## src/rtl/switch_pkg.sv

```systemverilog
// rtl/switch_pkg.sv - shared types and constants for the switch debouncer
package switch_pkg;

  typedef enum logic {
    IDLE  = 1'b0,
    COUNT = 1'b1
  } db_state_t;

  localparam int SYS_CLK_HZ              = 100_000_000;
  localparam int DEBOUNCE_MS             = 10;
  localparam int DEFAULT_DEBOUNCE_CYCLES = (SYS_CLK_HZ / 1000) * DEBOUNCE_MS;

endpackage

```

## src/rtl/debounce_bit.sv

```systemverilog
// rtl/debounce_bit.sv - one-bit 2-flop synchronizer plus counter-qualified debounce FSM
// Ports:
//   clk   in   rising-edge clock
//   rst_n in   asynchronous active-low reset
//   din   in   raw asynchronous input
//   dout  out  debounced level
//   rise  out  one-cycle pulse when dout goes 0->1
//   fall  out  one-cycle pulse when dout goes 1->0
//   idle  out  high when no level change is being qualified
module debounce_bit
  import switch_pkg::*;
#(
  parameter int DEBOUNCE_CYCLES = DEFAULT_DEBOUNCE_CYCLES
) (
  input  logic clk,
  input  logic rst_n,
  input  logic din,
  output logic dout,
  output logic rise,
  output logic fall,
  output logic idle
);

  localparam int              CNT_W    = (DEBOUNCE_CYCLES > 2) ? $clog2(DEBOUNCE_CYCLES) : 1;
  localparam logic [CNT_W-1:0] CNT_LAST = CNT_W'(DEBOUNCE_CYCLES - 1);
  localparam logic [CNT_W-1:0] CNT_ONE  = CNT_W'(1);

  logic             sync1_q, sync2_q;
  db_state_t        state_q, state_d;
  logic [CNT_W-1:0] cnt_q, cnt_d;
  logic             db_q, db_d;
  logic             rise_q, rise_d;
  logic             fall_q, fall_d;

  always_ff @(posedge clk or negedge rst_n) begin
    if (!rst_n) begin
      sync1_q <= 1'b0;
      sync2_q <= 1'b0;
      state_q <= IDLE;
      cnt_q   <= '0;
      db_q    <= 1'b0;
      rise_q  <= 1'b0;
      fall_q  <= 1'b0;
    end else begin
      sync1_q <= din;
      sync2_q <= sync1_q;
      state_q <= state_d;
      cnt_q   <= cnt_d;
      db_q    <= db_d;
      rise_q  <= rise_d;
      fall_q  <= fall_d;
    end
  end

  // cnt counts samples of sync2_q that differ from db_q, including the one
  // that left IDLE; on the last qualifying sample the new level is taken.
  always_comb begin
    state_d = state_q;
    cnt_d   = cnt_q;
    db_d    = db_q;
    rise_d  = 1'b0;
    fall_d  = 1'b0;
    case (state_q)
      IDLE: begin
        cnt_d = '0;
        if (sync2_q != db_q) begin
          state_d = COUNT;
          cnt_d   = CNT_ONE;
        end
      end
      COUNT: begin
        if (sync2_q == db_q) begin
          state_d = IDLE;
          cnt_d   = '0;
        end else if (cnt_q == CNT_LAST) begin
          state_d = IDLE;
          cnt_d   = '0;
          db_d    = sync2_q;
          rise_d  = sync2_q;
          fall_d  = ~sync2_q;
        end else begin
          cnt_d = cnt_q + CNT_ONE;
        end
      end
      default: begin
        state_d = IDLE;
        cnt_d   = '0;
      end
    endcase
  end

  assign dout = db_q;
  assign rise = rise_q;
  assign fall = fall_q;
  assign idle = (state_q == IDLE);

endmodule

```

## src/rtl/switch_debouncer.sv

```systemverilog
// rtl/switch_debouncer.sv - per-bit synchronize and debounce of the board slide switches
// Ports:
//   clk     in   rising-edge clock
//   rst_n   in   asynchronous active-low reset
//   sw      in   raw asynchronous switch inputs [WIDTH]
//   sw_db   out  debounced switch levels [WIDTH]
//   sw_rise out  one-cycle 0->1 pulses of sw_db [WIDTH]
//   sw_fall out  one-cycle 1->0 pulses of sw_db [WIDTH]
//   settled out  high when no bit has a change pending
module switch_debouncer
  import switch_pkg::*;
#(
  parameter int WIDTH           = 8,
  parameter int DEBOUNCE_CYCLES = DEFAULT_DEBOUNCE_CYCLES
) (
  input  logic             clk,
  input  logic             rst_n,
  input  logic [WIDTH-1:0] sw,
  output logic [WIDTH-1:0] sw_db,
  output logic [WIDTH-1:0] sw_rise,
  output logic [WIDTH-1:0] sw_fall,
  output logic             settled
);

  logic [WIDTH-1:0] idle;

  for (genvar i = 0; i < WIDTH; i++) begin : g_bit
    debounce_bit #(
      .DEBOUNCE_CYCLES(DEBOUNCE_CYCLES)
    ) u_bit (
      .clk  (clk),
      .rst_n(rst_n),
      .din  (sw[i]),
      .dout (sw_db[i]),
      .rise (sw_rise[i]),
      .fall (sw_fall[i]),
      .idle (idle[i])
    );
  end

  assign settled = &idle;

endmodule
```

## config.mk

```make
export PLATFORM = sky130hd
export DESIGN_NAME = switch_debouncer
export DESIGN_NICKNAME = d
export VERILOG_FILES = /design/src/rtl/switch_pkg.sv /design/src/rtl/debounce_bit.sv /design/src/rtl/switch_debouncer.sv
export SDC_FILE = /design/constraint.sdc
export NUM_CORES = 1
export LEC_CHECK = 0
export ABC_AREA = 1
export CAP_MARGIN = 15
export CORE_MARGIN = 1.5
export CORE_UTILIZATION = 45
export CTS_CLUSTER_SIZE = 12
export DETAILED_ROUTE_END_ITERATION = 8
export SKIP_LAST_GASP = 1
export SLEW_MARGIN = 10
export SYNTH_ARGS = -nofsm -noshare
export SYNTH_HDL_FRONTEND = slang
export SYNTH_HIERARCHICAL = 1
export SYNTH_SLANG_ARGS = --single-unit
```

## constraint.sdc

```tcl
create_clock -name clk -period 1.9 [get_ports clk]
set_input_delay 0.57 -clock clk [delete_from_list [all_inputs] [get_ports clk]]
set_output_delay 0.57 -clock clk [all_outputs]
set_load 0.05 [all_outputs]
```

==> results by group, run 1 <==
Synthesis
  – Average size of a mapped cell: 8.076 um^2
  – Share of the yosys chip area belonging to registers: 47.15%
  – Adder-cell share of the synthesized area: 0.9067%
  – Gate Count Post-Synth: 1367
  – Portion of netlist area occupied by mux cells: 0%
  – Complex-gate fraction of the synthesized area: 1.405%
  – Post-Syn Area: 11040 um^2
  – Number of enable flip-flop cells after synthesis: 0
  – Fraction of the mapped netlist area in simple logic gates: 36.80%
  – Primary flip-flop cell chosen by synthesis mapping: sky130_fd_sc_hd__dfrtp_1
  – Distinct cell type count of the synthesized netlist: 22
  – FF+latch count, synth: 208
  – Xor/xnor share of the synthesized area: 6.982%
  – Main combinational cell family by area after synthesis: simple AND/OR/NAND/NOR gates
  – Share of synthesized flip-flops with an asynchronous set or reset: 100.0%
  – Synthesis Warnings: 6
  – Net count after synthesis: 1385

Clock tree
  – Number of buffers created by CTS: 24
  – Bufs on Longest Clock Path: 3
  – TritonCTS clock tree: built
  – Root Buffer Master: sky130_fd_sc_hd__clkbuf_16
  – TritonCTS Sinks: 208
  – CTS HTree Levels: 1
  – Clk slew on worst S/H paths: 50 ps
  – Clock latency on the worst-skew pair: 510 ps

Setup path
  – Count of buffering cells on the critical path with inverters included: 3
  – Cell type with the highest occurrence count on the critical path: sky130_fd_sc_hd__inv_1
  – Signal arrival time at the worst endpoint: 1400 ps
  – Critical-path maximum fanout: 2
  – Critical Path, Cell by Cell: inv_1 -> nand2_1 -> inv_1 -> nand2_2 -> nor2_4 -> buf_12
  – Type of the worst setup path: reg2out
  – Critical path startpoint category: flop
  – Category of the worst setup path capture point: output port
  – Slowest stage cell, crit path: sky130_fd_sc_hd__dfrtp_1
  – Endpoint required time on the critical path: 1330 ps
  – Delay-heaviest family, CP: flip-flops
  – Slowest cell delay on critical path: 370 ps

GRT
  – Wire length of the first global-routing pass: 36.80 mm
  – Via count of the first global-routing pass: 8157
  – Total GRT Usage: 16.89%
  – Pin count of the biggest net entering global routing: 45
  – Antenna violations before repair: 0
  – Grt total ovfl: 0

Pwr
  – Maximum resistive drop on vdd: 0.4909 mV
  – Leakage component of the power: 5.505 nW
  – P per Cell Area: 760.7 nW/um^2
  – Total power of the final layout: 0.009512 W

Place
  – Port buffer count: 34
  – Routability-driven placement congestion ratio: 0.8256
  – Total placed instance area: 11700 um^2
  – Worst setup slack after placement: 280.0 ps
  – Post-detailed-placement half-perimeter wirelength: 14.66 mm

Floorplan
  – Die span in x: 159.6 um
  – Initial Utilization: 45.66%
  – Number of core rows: 57
  – I/O Pins: 35
  – Area of the core region: 24180 um^2
  – Area of the die: 25480 um^2
  – Die Ht: 159.6 um

Detailed routing
  – DRC Markers: 0
  – DRC violation total after the first TritonRoute iteration: 339
  – DRT antenna net count: 0
  – Final WL: 20.18 mm
  – Detailed Routing Iterations Pass 1: 6
  – Via count: 8232
  – Routed wirelength normalized by instance count: 11.40 um
  – Via count normalized by instance count: 4.651

Finish
  – Proportion of layout cells with a drive suffix above 1: 20.26%
  – Layout Nets: 1448
  – Count of inserted antenna diode cells: 0
  – Post-route core utilization: 51.72%
  – Filler Cell Count: 2315
  – Area delta synth->final: 13.27%
  – Non-Filler Cell Area, Final: 12500 um^2

Timing
  – Portion of the clock cycle consumed by the worst path in the final layout: 103.7%
  – Setup Skew: 10.21 ps
  – # setup viols final: 1
  – Rel. slew slack: 73.71%
  – Endpoints failing hold: 0
  – Tightest Pin Transition: 391.6 ps
  – Worst hold slack: 345.8 ps
  – Setup repair after global routing missed its margin: true
  – Highest Clock Rate: 507.4 MHz
  – Final Max Slew Viols: 0
  – Setup ws final: -70.79 ps
  – Period minus WS final: 1971 ps

Outcome
  – Violated checks: negative setup slack
  – Result of the run: finished with violations

Run
  – Maximum capacitance violations: 0

Worst hold path
  – Type of the most critical hold path: reg2reg
## timing repair
| action | in CTS | in global routing |
|---|---|---|
| pin swaps | 4 | 0 |
| resized for setup | 12 | 1 |
| endpoints found under the hold margin | 25 | 0 |
| buffers inserted | 1 | 0 |
| hold buffers | 1 | 0 |
| endpoints found under the setup margin | 1 | 1 |
## worst paths after layout
check	cells after the start	slack, ps	to	start
max	6	-70	settled	g_bit[0].u_bit/state_q$_DFF_PN0_
min	0	350	g_bit[2].u_bit/sync2_q$_DFF_PN0_	g_bit[2].u_bit/sync1_q$_DFF_PN0_
max reg2reg	8	280	g_bit[0].u_bit/cnt_q[17]$_DFF_PN0_	g_bit[0].u_bit/cnt_q[0]$_DFF_PN0_
min reg2reg	0	350	g_bit[2].u_bit/sync2_q$_DFF_PN0_	g_bit[2].u_bit/sync1_q$_DFF_PN0_
max in group asynchronous	3	810	g_bit[5].u_bit/cnt_q[8]$_DFF_PN0_	rst_n
min in group asynchronous	2	530	g_bit[7].u_bit/cnt_q[9]$_DFF_PN0_	rst_n
## final cells by class
class	instances	area (um^2)	share of cell area, %
Clock buffer	38	754.5	6.034
Clock inverter	4	20.02	0.1601
Inverter	156	585.6	4.683
Multi-Input combinational cell	995	5104	40.81
Sequential cell	208	5205	41.62
Tap cell	324	405.4	3.242
Timing Repair Buffer	45	430.4	3.442
## cell usage in the layout (no fill, tap or decap), types with 10 or more instances in the layout
master,count
sky130_fd_sc_hd__nand2_1,316
sky130_fd_sc_hd__nor2_1,271
sky130_fd_sc_hd__dfrtp_1,208
sky130_fd_sc_hd__inv_1,141
sky130_fd_sc_hd__nor2_2,135
sky130_fd_sc_hd__xor2_1,57
sky130_fd_sc_hd__nand3_1,49
sky130_fd_sc_hd__xnor2_1,31
sky130_fd_sc_hd__buf_4,30
sky130_fd_sc_hd__nand2_2,28
sky130_fd_sc_hd__clkbuf_16,25
sky130_fd_sc_hd__o21ai_0,23
sky130_fd_sc_hd__nand4_1,17
sky130_fd_sc_hd__inv_2,15
sky130_fd_sc_hd__nor3_1,10
## registers in the layout (all words and copies together) (netlist names)
| signal | count |
|---|---|
| g_bit.u_bit/cnt_q | 160 |
| g_bit.u_bit/dout | 8 |
| g_bit.u_bit/fall | 8 |
| g_bit.u_bit/rise | 8 |
| g_bit.u_bit/state_q | 8 |
| g_bit.u_bit/sync1_q | 8 |
| g_bit.u_bit/sync2_q | 8 |
## worst register-to-register path, stage by stage (launching register included)
cell and delay [ps]:
sky130_fd_sc_hd__dfrtp_1 370, sky130_fd_sc_hd__ha_1 180, sky130_fd_sc_hd__nand2_1 120, sky130_fd_sc_hd__nor3_4 250
sky130_fd_sc_hd__nand3_2 130, sky130_fd_sc_hd__nand2_4 220, sky130_fd_sc_hd__inv_1 120, sky130_fd_sc_hd__nand2_1 80
sky130_fd_sc_hd__nor2_1 40
## metal layers
layer | track usage (%) | wire length (um) | part of all wire, % | vias to the layer above
met5 | 0 | 0 | 0 | -
met4 | 3.731 | 291 | 1.4 | 0
met3 | 2.494 | 704 | 3.5 | 26
met2 | 28.17 | 9331 | 46 | 83
met1 | 23.41 | 9853 | 49 | 3851
li1 | - | - | - | 4272
## cell usage after synthesis, types with 10 or more instances
cell / instances / area share, %
sky130_fd_sc_hd__nor3_1: 10 / 0.45
sky130_fd_sc_hd__nand2_2: 25 / 1.4
sky130_fd_sc_hd__xor2_1: 57 / 4.5
sky130_fd_sc_hd__xnor2_1: 31 / 2.5
sky130_fd_sc_hd__nand2_1: 319 / 11
sky130_fd_sc_hd__nor2_2: 135 / 7.7
sky130_fd_sc_hd__nand4_1: 17 / 0.96
sky130_fd_sc_hd__inv_1: 149 / 5.1
sky130_fd_sc_hd__dfrtp_1: 208 / 47
sky130_fd_sc_hd__o21ai_0: 23 / 1.0
sky130_fd_sc_hd__nor2_1: 272 / 9.2
sky130_fd_sc_hd__nand3_1: 49 / 2.2
## metrics by stage
stage	cells	TNS, ps
after global placement	1726	0
after floorplan	1367	0
after CTS	1770	-97.38
after detailed placement	1726	0
after global routing	1770	-151.9
final	1770	-70.79
## cell families after synthesis
group,after synthesis
AO/OA/AOI/OAI,31
XOR/XNOR,88
adder cells (fa/ha/maj),8
buffers and inverters,164
flip-flops,208
AND/OR/NAND/NOR,868
## power by group
group / switching, W / internal, W / total (W)
clock: 0.00171 / 0.00270 / 0.00441
combinational: 0.000369 / 0.000160 / 0.000529
sequential: 0.0000550 / 0.00452 / 0.00458
(Power assumes the default switching activity.)
==> run 2, diff against run 1 <==
--- a/config.mk
+++ b/config.mk
@@ -8,9 +8,10 @@
 export ABC_AREA = 1
 export CAP_MARGIN = 15
 export CORE_MARGIN = 1.5
-export CORE_UTILIZATION = 45
+export CORE_UTILIZATION = 55
 export CTS_CLUSTER_SIZE = 12
 export DETAILED_ROUTE_END_ITERATION = 8
+export PLACE_DENSITY = 0.73
 export SKIP_LAST_GASP = 1
 export SLEW_MARGIN = 10
 export SYNTH_ARGS = -nofsm -noshare
==> results by group, run 2 (synthesized netlist as in run 1, its figures left out) <==
Clock tree
  – TritonCTS clock tree: built (unchanged)
  – Bufs on Longest Clock Path: 3 (unchanged)
  – CTS HTree Levels: 1 (unchanged)
  – TritonCTS Sinks: 208 (unchanged)
  – Number of buffers created by CTS: 23 (was 24)
  – Clk slew on worst S/H paths: 60 ps (was 50 ps)
  – Clock latency on the worst-skew pair: 490 ps (was 510 ps)
  – Root Buffer Master: sky130_fd_sc_hd__clkbuf_16 (unchanged)

Worst hold path
  – Min-delay src: g_bit[5].u_bit/sync1_q$_DFF_PN0_ (was g_bit[2].u_bit/sync1_q$_DFF_PN0_)
  – Hold-critical path endpoint: g_bit[5].u_bit/sync2_q$_DFF_PN0_ (was g_bit[2].u_bit/sync2_q$_DFF_PN0_)
  – Type of the most critical hold path: reg2reg (unchanged)
  – Worst Hold Depth: 0 (unchanged)

GRT
  – Antenna violations before repair: 0 (unchanged)
  – Pin count of the biggest net entering global routing: 51 (was 45)
  – Total GRT Usage: 20.55% (was 16.89%)
  – Wire length of the first global-routing pass: 35.41 mm (was 36.80 mm)
  – Grt total ovfl: 0 (unchanged)
  – Via count of the first global-routing pass: 7968 (was 8157)

Setup path
  – Slowest cell delay on critical path: 390 ps (was 370 ps)
  – Endpoint required time on the critical path: 1330 ps (about the same)
  – Worst reg2reg endpoint: g_bit[0].u_bit/cnt_q[16]$_DFF_PN0_ (was g_bit[0].u_bit/cnt_q[17]$_DFF_PN0_)
  – Cell type with the highest occurrence count on the critical path: sky130_fd_sc_hd__inv_2 (was sky130_fd_sc_hd__inv_1)
  – Critical Path, Cell by Cell: inv_2 -> nand2_2 -> inv_2 -> nand2_4 -> nor2_4 -> buf_12 (was inv_1 -> nand2_1 -> inv_1 -> nand2_2 -> nor2_4 -> buf_12)
  – Critical path startpoint category: flop (unchanged)
  – Category of the worst setup path capture point: output port (unchanged)
  – Slowest stage cell, crit path: sky130_fd_sc_hd__dfrtp_1 (unchanged)
  – Critical-path maximum fanout: 2 (unchanged)
  – Signal arrival time at the worst endpoint: 1400 ps (about the same)
  – Flop-to-flop setup slack: 230 ps (was 280 ps)
  – Reg2Reg Launch Point: g_bit[0].u_bit/cnt_q[0]$_DFF_PN0_ (unchanged)
  – Type of the worst setup path: reg2out (unchanged)
  – Depth of the worst register-to-register path: 8 (unchanged)

Detailed routing
  – DRC violation total after the first TritonRoute iteration: 349 (was 339)
  – Final WL: 20.20 mm (was 20.18 mm)
  – DRC Markers: 0 (unchanged)
  – Via count: 8263 (was 8232)
  – Routed wirelength normalized by instance count: 11.77 um (was 11.40 um)
  – Detailed Routing Iterations Pass 1: 4 (was 6)
  – Via count normalized by instance count: 4.815 (was 4.651)
  – DRT antenna net count: 0 (unchanged)

Timing
  – Total Negative Setup Slacks: -73.60 ps (was -70.79 ps)
  – Highest Clock Rate: 506.7 MHz (was 507.4 MHz)
  – # setup viols final: 1 (unchanged)
  – Final Max Slew Viols: 0 (unchanged)
  – Rel. slew slack: 72.58% (was 73.71%)
  – Endpoints failing hold: 0 (unchanged)
  – Setup ws final: -73.60 ps (was -70.79 ps)
  – Portion of the clock cycle consumed by the worst path in the final layout: 103.9% (was 103.7%)
  – Setup repair after global routing missed its margin: true (unchanged)
  – Worst hold slack: 343.7 ps (was 345.8 ps)
  – Setup Skew: 6.858 ps (was 10.21 ps)
  – Period minus WS final: 1974 ps (was 1971 ps)
  – Tightest Pin Transition: 408.4 ps (was 391.6 ps)

Place
  – Post-detailed-placement half-perimeter wirelength: 14.42 mm (was 14.66 mm)
  – Port buffer count: 34 (unchanged)
  – Routability-driven placement congestion ratio: 0.8844 (was 0.8256)

Finish
  – Proportion of layout cells with a drive suffix above 1: 20.68% (was 20.26%)
  – Count of inserted antenna diode cells: 0 (unchanged)
  – Layout Nets: 1455 (was 1448)
  – Post-route core utilization: 63.68% (was 51.72%)
  – Top library cells by usage in the layout, fill and taps aside: 315 x sky130_fd_sc_hd__nand2_1, 271 x sky130_fd_sc_hd__nor2_1, 208 x sky130_fd_sc_hd__dfrtp_1 (was 316 x sky130_fd_sc_hd__nand2_1, 271 x sky130_fd_sc_hd__nor2_1, 208 x sky130_fd_sc_hd__dfrtp_1)
  – Area delta synth->final: 13.00% (was 13.27%)
  – Flip-flop count of the largest register, all copies and words added: 160 (unchanged)
  – Largest register by flop count: g_bit.u_bit/cnt_q (unchanged)
  – Commonest non-fill, non-tap cell in the layout: sky130_fd_sc_hd__nand2_1 (unchanged)

Run
  – Maximum capacitance violations: 0 (unchanged)

Floorplan
  – Area of the die: 20930 um^2 (was 25480 um^2)
  – Area of the core region: 19590 um^2 (was 24180 um^2)
  – Die Ht: 144.7 um (was 159.6 um)
  – I/O Pins: 35 (unchanged)
  – Initial Utilization: 56.35% (was 45.66%)
  – Die span in x: 144.7 um (was 159.6 um)
  – Number of core rows: 51 (was 57)

Pwr
  – Leakage component of the power: 5.533 nW (was 5.505 nW)
  – P per Cell Area: 762.7 nW/um^2 (was 760.7 nW/um^2)
  – Maximum resistive drop on vdd: 0.7131 mV (was 0.4909 mV)

Outcome
  – Violated checks: negative setup slack (unchanged)
  – Result of the run: finished with violations (unchanged)
## run 2: cell types whose count changed in the layout (fill, tap and decap cells not counted)
cell                        delta
sky130_fd_sc_hd__buf_4         +8
sky130_fd_sc_hd__bufinv_16     +2
sky130_fd_sc_hd__clkbuf_1      +1
sky130_fd_sc_hd__clkbuf_16     -2
sky130_fd_sc_hd__clkbuf_8      -2
sky130_fd_sc_hd__clkinv_2      -2
sky130_fd_sc_hd__inv_1         -2
sky130_fd_sc_hd__inv_2         +2
sky130_fd_sc_hd__nand2_1       -1
sky130_fd_sc_hd__nand2_4       +1
## run 2: how the worst max path moves through the flow
stage                                                start       to  slack, ps  depth (start not counted)
after CTS                 g_bit[4].u_bit/state_q$_DFF_PN0_  settled       -110                          6
after floorplan           g_bit[6].u_bit/state_q$_DFF_PN0_  settled        120                          5
after detailed placement  g_bit[4].u_bit/state_q$_DFF_PN0_  settled        190                          6
after global placement    g_bit[4].u_bit/state_q$_DFF_PN0_  settled        230                          6
final                     g_bit[4].u_bit/state_q$_DFF_PN0_  settled        -70                          6
after global routing      g_bit[3].u_bit/state_q$_DFF_PN0_  settled       -150                          6
## run 2: routing by layer
| layer | vias to the layer above | global-route usage (%) | share of wire [%] |
|---|---|---|---|
| li1 | 4285 | - | - |
| met5 | - | 0 | 0 |
| met2 | 81 | 35.38 | 47 |
| met3 | 19 | 2.994 | 2.8 |
| met4 | 0 | 3.934 | 1.5 |
| met1 | 3878 | 27.93 | 48 |
## run 2: per-stage QoR
stage / setup WS [ps] / area [um^2] / instances / power (W)
global placement: 226.3 / 11620 / 1666 / 0.005161
detailed placement: 189.0 / 11620 / 1666 / 0.005176
global route: -146.9 / 12470 / 1716 / 0.009889
CTS: -108.4 / 12430 / 1711 / 0.009612
finish: -73.60 / 12470 / 1716 / 0.009515
floorplan: 116.8 / 11040 / 1367 / 0.005015
## run 2: worst max-delay path: cells and delay by family (launching register included)
| kind | cells | cell delay, ps |
|---|---|---|
| buffers and inverters | 3 | 290 |
| DFF | 1 | 390 |
| and+or+nand+nor | 3 | 230 |
## run 2: repair_timing
item	CTS	global route
pin swaps	3	1
endpoints found under the hold margin	35	0
endpoints found under the setup margin	1	1
hold buffers	1	0
setup buffers	5	5
gates cloned	0	0
gates resized for setup	15	2
## run 2: power breakdown
group	internal (W)	switching [W]
Combinational	0.000192	0.000390
Clock	0.00272	0.00164
Sequential	0.00452	0.0000596
Total	0.00743	0.00209
## run 2: layout make-up
class,instances,area (um^2)
clock inverter,4,70.07
fill,1682,7116
clock buffer,35,680.7
multi-input combinational,995,5111
sequential,208,5205
tap,265,331.6
inverter,156,585.6
timing repair buffer,53,490.5
==> RTL edit: new RTL, flow settings as in run 1 <==
`DEBOUNCE_MS`: 10 -> 9.
--- a/src/rtl/switch_pkg.sv
+++ b/src/rtl/switch_pkg.sv
@@ -8,5 +8,5 @@
 
   localparam int SYS_CLK_HZ              = 100_000_000;
-  localparam int DEBOUNCE_MS             = 10;
+  localparam int DEBOUNCE_MS             = 9;
   localparam int DEFAULT_DEBOUNCE_CYCLES = (SYS_CLK_HZ / 1000) * DEBOUNCE_MS;
 
Function: same outputs for any inputs over 10 cycles, from zero or initial values and one cycle with rst_n low; that may be too few to reach the edited logic, so the function may still have changed.
==> RTL edit against run 1 <==
- the run still ends with negative setup slack left
- sequential cell count is the same
- via count grew 24%
- non-clock buffer count grew 20
- routed wire length grew 31%
- synthesized cell count grew 23%
- power grew 6.7%
- setup slack gained 30 ps
- design area grew 12%
- clock power grew 10%
- area after synthesis grew 12%
- sequential power is essentially flat
- count of clock-buffer cells in the layout shrank 6
- critical path type unchanged
- largest cell class is now multi-input gates
- largest power group is now the clock network
==> RTL edit: results (changes against run 1) <==
metric,value,unit,change
status,finished with violations,,unchanged
failed_checks,negative setup slack,,unchanged
grt_usage,19.4,%,was 16.9%
p_leak,5.83,nW,was 5.51 nW
setup_violations,1,,unchanged
power.switching,2.31,mW,was 2.13 mW
drive_gt1_share,18.5,%,was 20.3%
wl_per_cell,12.5,µm,was 11.4 µm
hold_start,g_bit[7].u_bit/sync1_q,,was g_bit[2].u_bit/sync1_q
tightest_slew,356,ps,was 392 ps
met2WireLength,12200,µm,was 9330 µm
synth_commonest_cells,"391 x nand2_1, 326 x nor2_1, 211 x inv_1",,"was 319 x nand2_1, 272 x nor2_1, 208 x dfrtp_1"
routabilityCongestion,0.867,,was 0.826
hpwl,20000,µm,was 14700 µm
syn_nets,1697,,was 1385
wl_met1,12800,µm,was 9850 µm
vdd_drop_max,722,µV,was 491 µV
critPathLaunch,g_bit[3].u_bit/state_q,,was g_bit[0].u_bit/state_q
grt_max_degree,55,,was 45
num_vias,10236,,was 8232
wl_met3,880,µm,was 704 µm
first_iter_violations,661,,was 339
arrival,1370,ps,was 1400 ps
period_share,102,%,was 104%
yosysUniqueCellTypes,24,,was 22
setup_slack,-40.5,ps,was -70.8 ps
grt_pass1_wl,46500,µm,was 36800 µm
yosysSeqAreaShare,42.0,%,was 47.1%
numCtsBuffers,25,,was 24
## RTL edit: cell count changes after synthesis, sizes merged, moves of 22 or more
cell	delta
xnor2	-22
nor2	+56
nand3	+55
nand4	+23
nand2	+91
inv	+70
## RTL edit: path summary, 6_finish.rpt
check / cells after the start / endpoint / slack (ps)
setup / recovery: 6 / settled / -40
hold / removal: 0 / g_bit[7].u_bit/sync2_q / 350
setup reg to reg: 7 / g_bit[2].u_bit/cnt_q[2] / 220
hold reg to reg: 0 / g_bit[7].u_bit/sync2_q / 350
max in group asynchronous: 3 / g_bit[6].u_bit/cnt_q[19] / 870
min in group asynchronous: 2 / g_bit[7].u_bit/cnt_q[17] / 480
## RTL edit: worst max-delay path, cell delays in order (launching register included)
cell	delay [ps]
dfrtp_1	350
inv_1	70
nand2_1	50
inv_1	60
nand2_2	80
nor2_4	110
buf_12	140
## RTL edit: stage by stage
| stage | cell area (µm²) | setup slack [ps] | instances | setup TNS, ps | hold WS [ps] |
|---|---|---|---|---|---|
| floorplan | 12400 | 54.9 | 1679 | 0 | 274 |
| global placement | 13100 | 275 | 2055 | 0 | 334 |
| detailed placement | 13100 | 230 | 2055 | 0 | 335 |
| CTS | 14000 | -84.3 | 2105 | -84.3 | 348 |
| global route | 14000 | -114 | 2105 | -114 | 351 |
| finish | 14000 | -40.5 | 2105 | -40.5 | 346 |
## RTL edit: power groups by stage
stage          clock, mW  sequential [mW]  combinational, mW
2_1_floorplan          0             4.64              0.409
3_3_place_gp           0             4.65              0.665
3_5_place_dp           0             4.66              0.669
4_1_cts             5.03             4.58              0.713
5_1_grt             5.21             4.59              0.792
6_report            4.87             4.58              0.695
## RTL edit: cells by family after synthesis
family | synth area share, %
compound gates | 2.64
buf+inv | 9.11
flops | 42.0
fa+ha+maj | 0.808
simple gates | 41.5
xor+xnor | 3.96
## RTL edit: layer usage
| layer | vias up | global-route usage [%] |
|---|---|---|
| met5 | - | 0 |
| met4 | 0 | 4.23 |
| met3 | 39 | 2.27 |
| met2 | 157 | 32.7 |
| met1 | 4748 | 26.8 |
| li1 | 5292 | - |
## RTL edit: area by class of cell
class,instances,area [µm²]
fill,2670,13000
multi-input combinational,1222,6080
sequential,208,5200
inverter,226,848
clock buffer,32,682
timing repair buffer,65,643
tap,341,427
clock inverter,11,166
## RTL edit: repair_timing
| action | in CTS | in global routing |
|---|---|---|
| setup buffers | 6 | 0 |
| pin swaps | 2 | 0 |
| cloned | 0 | 0 |
| endpoints found under the hold margin | 14 | 0 |
| hold buffers | 1 | 0 |
| resized for setup | 12 | 0 |
| endpoints found under the setup margin | 1 | 1 |
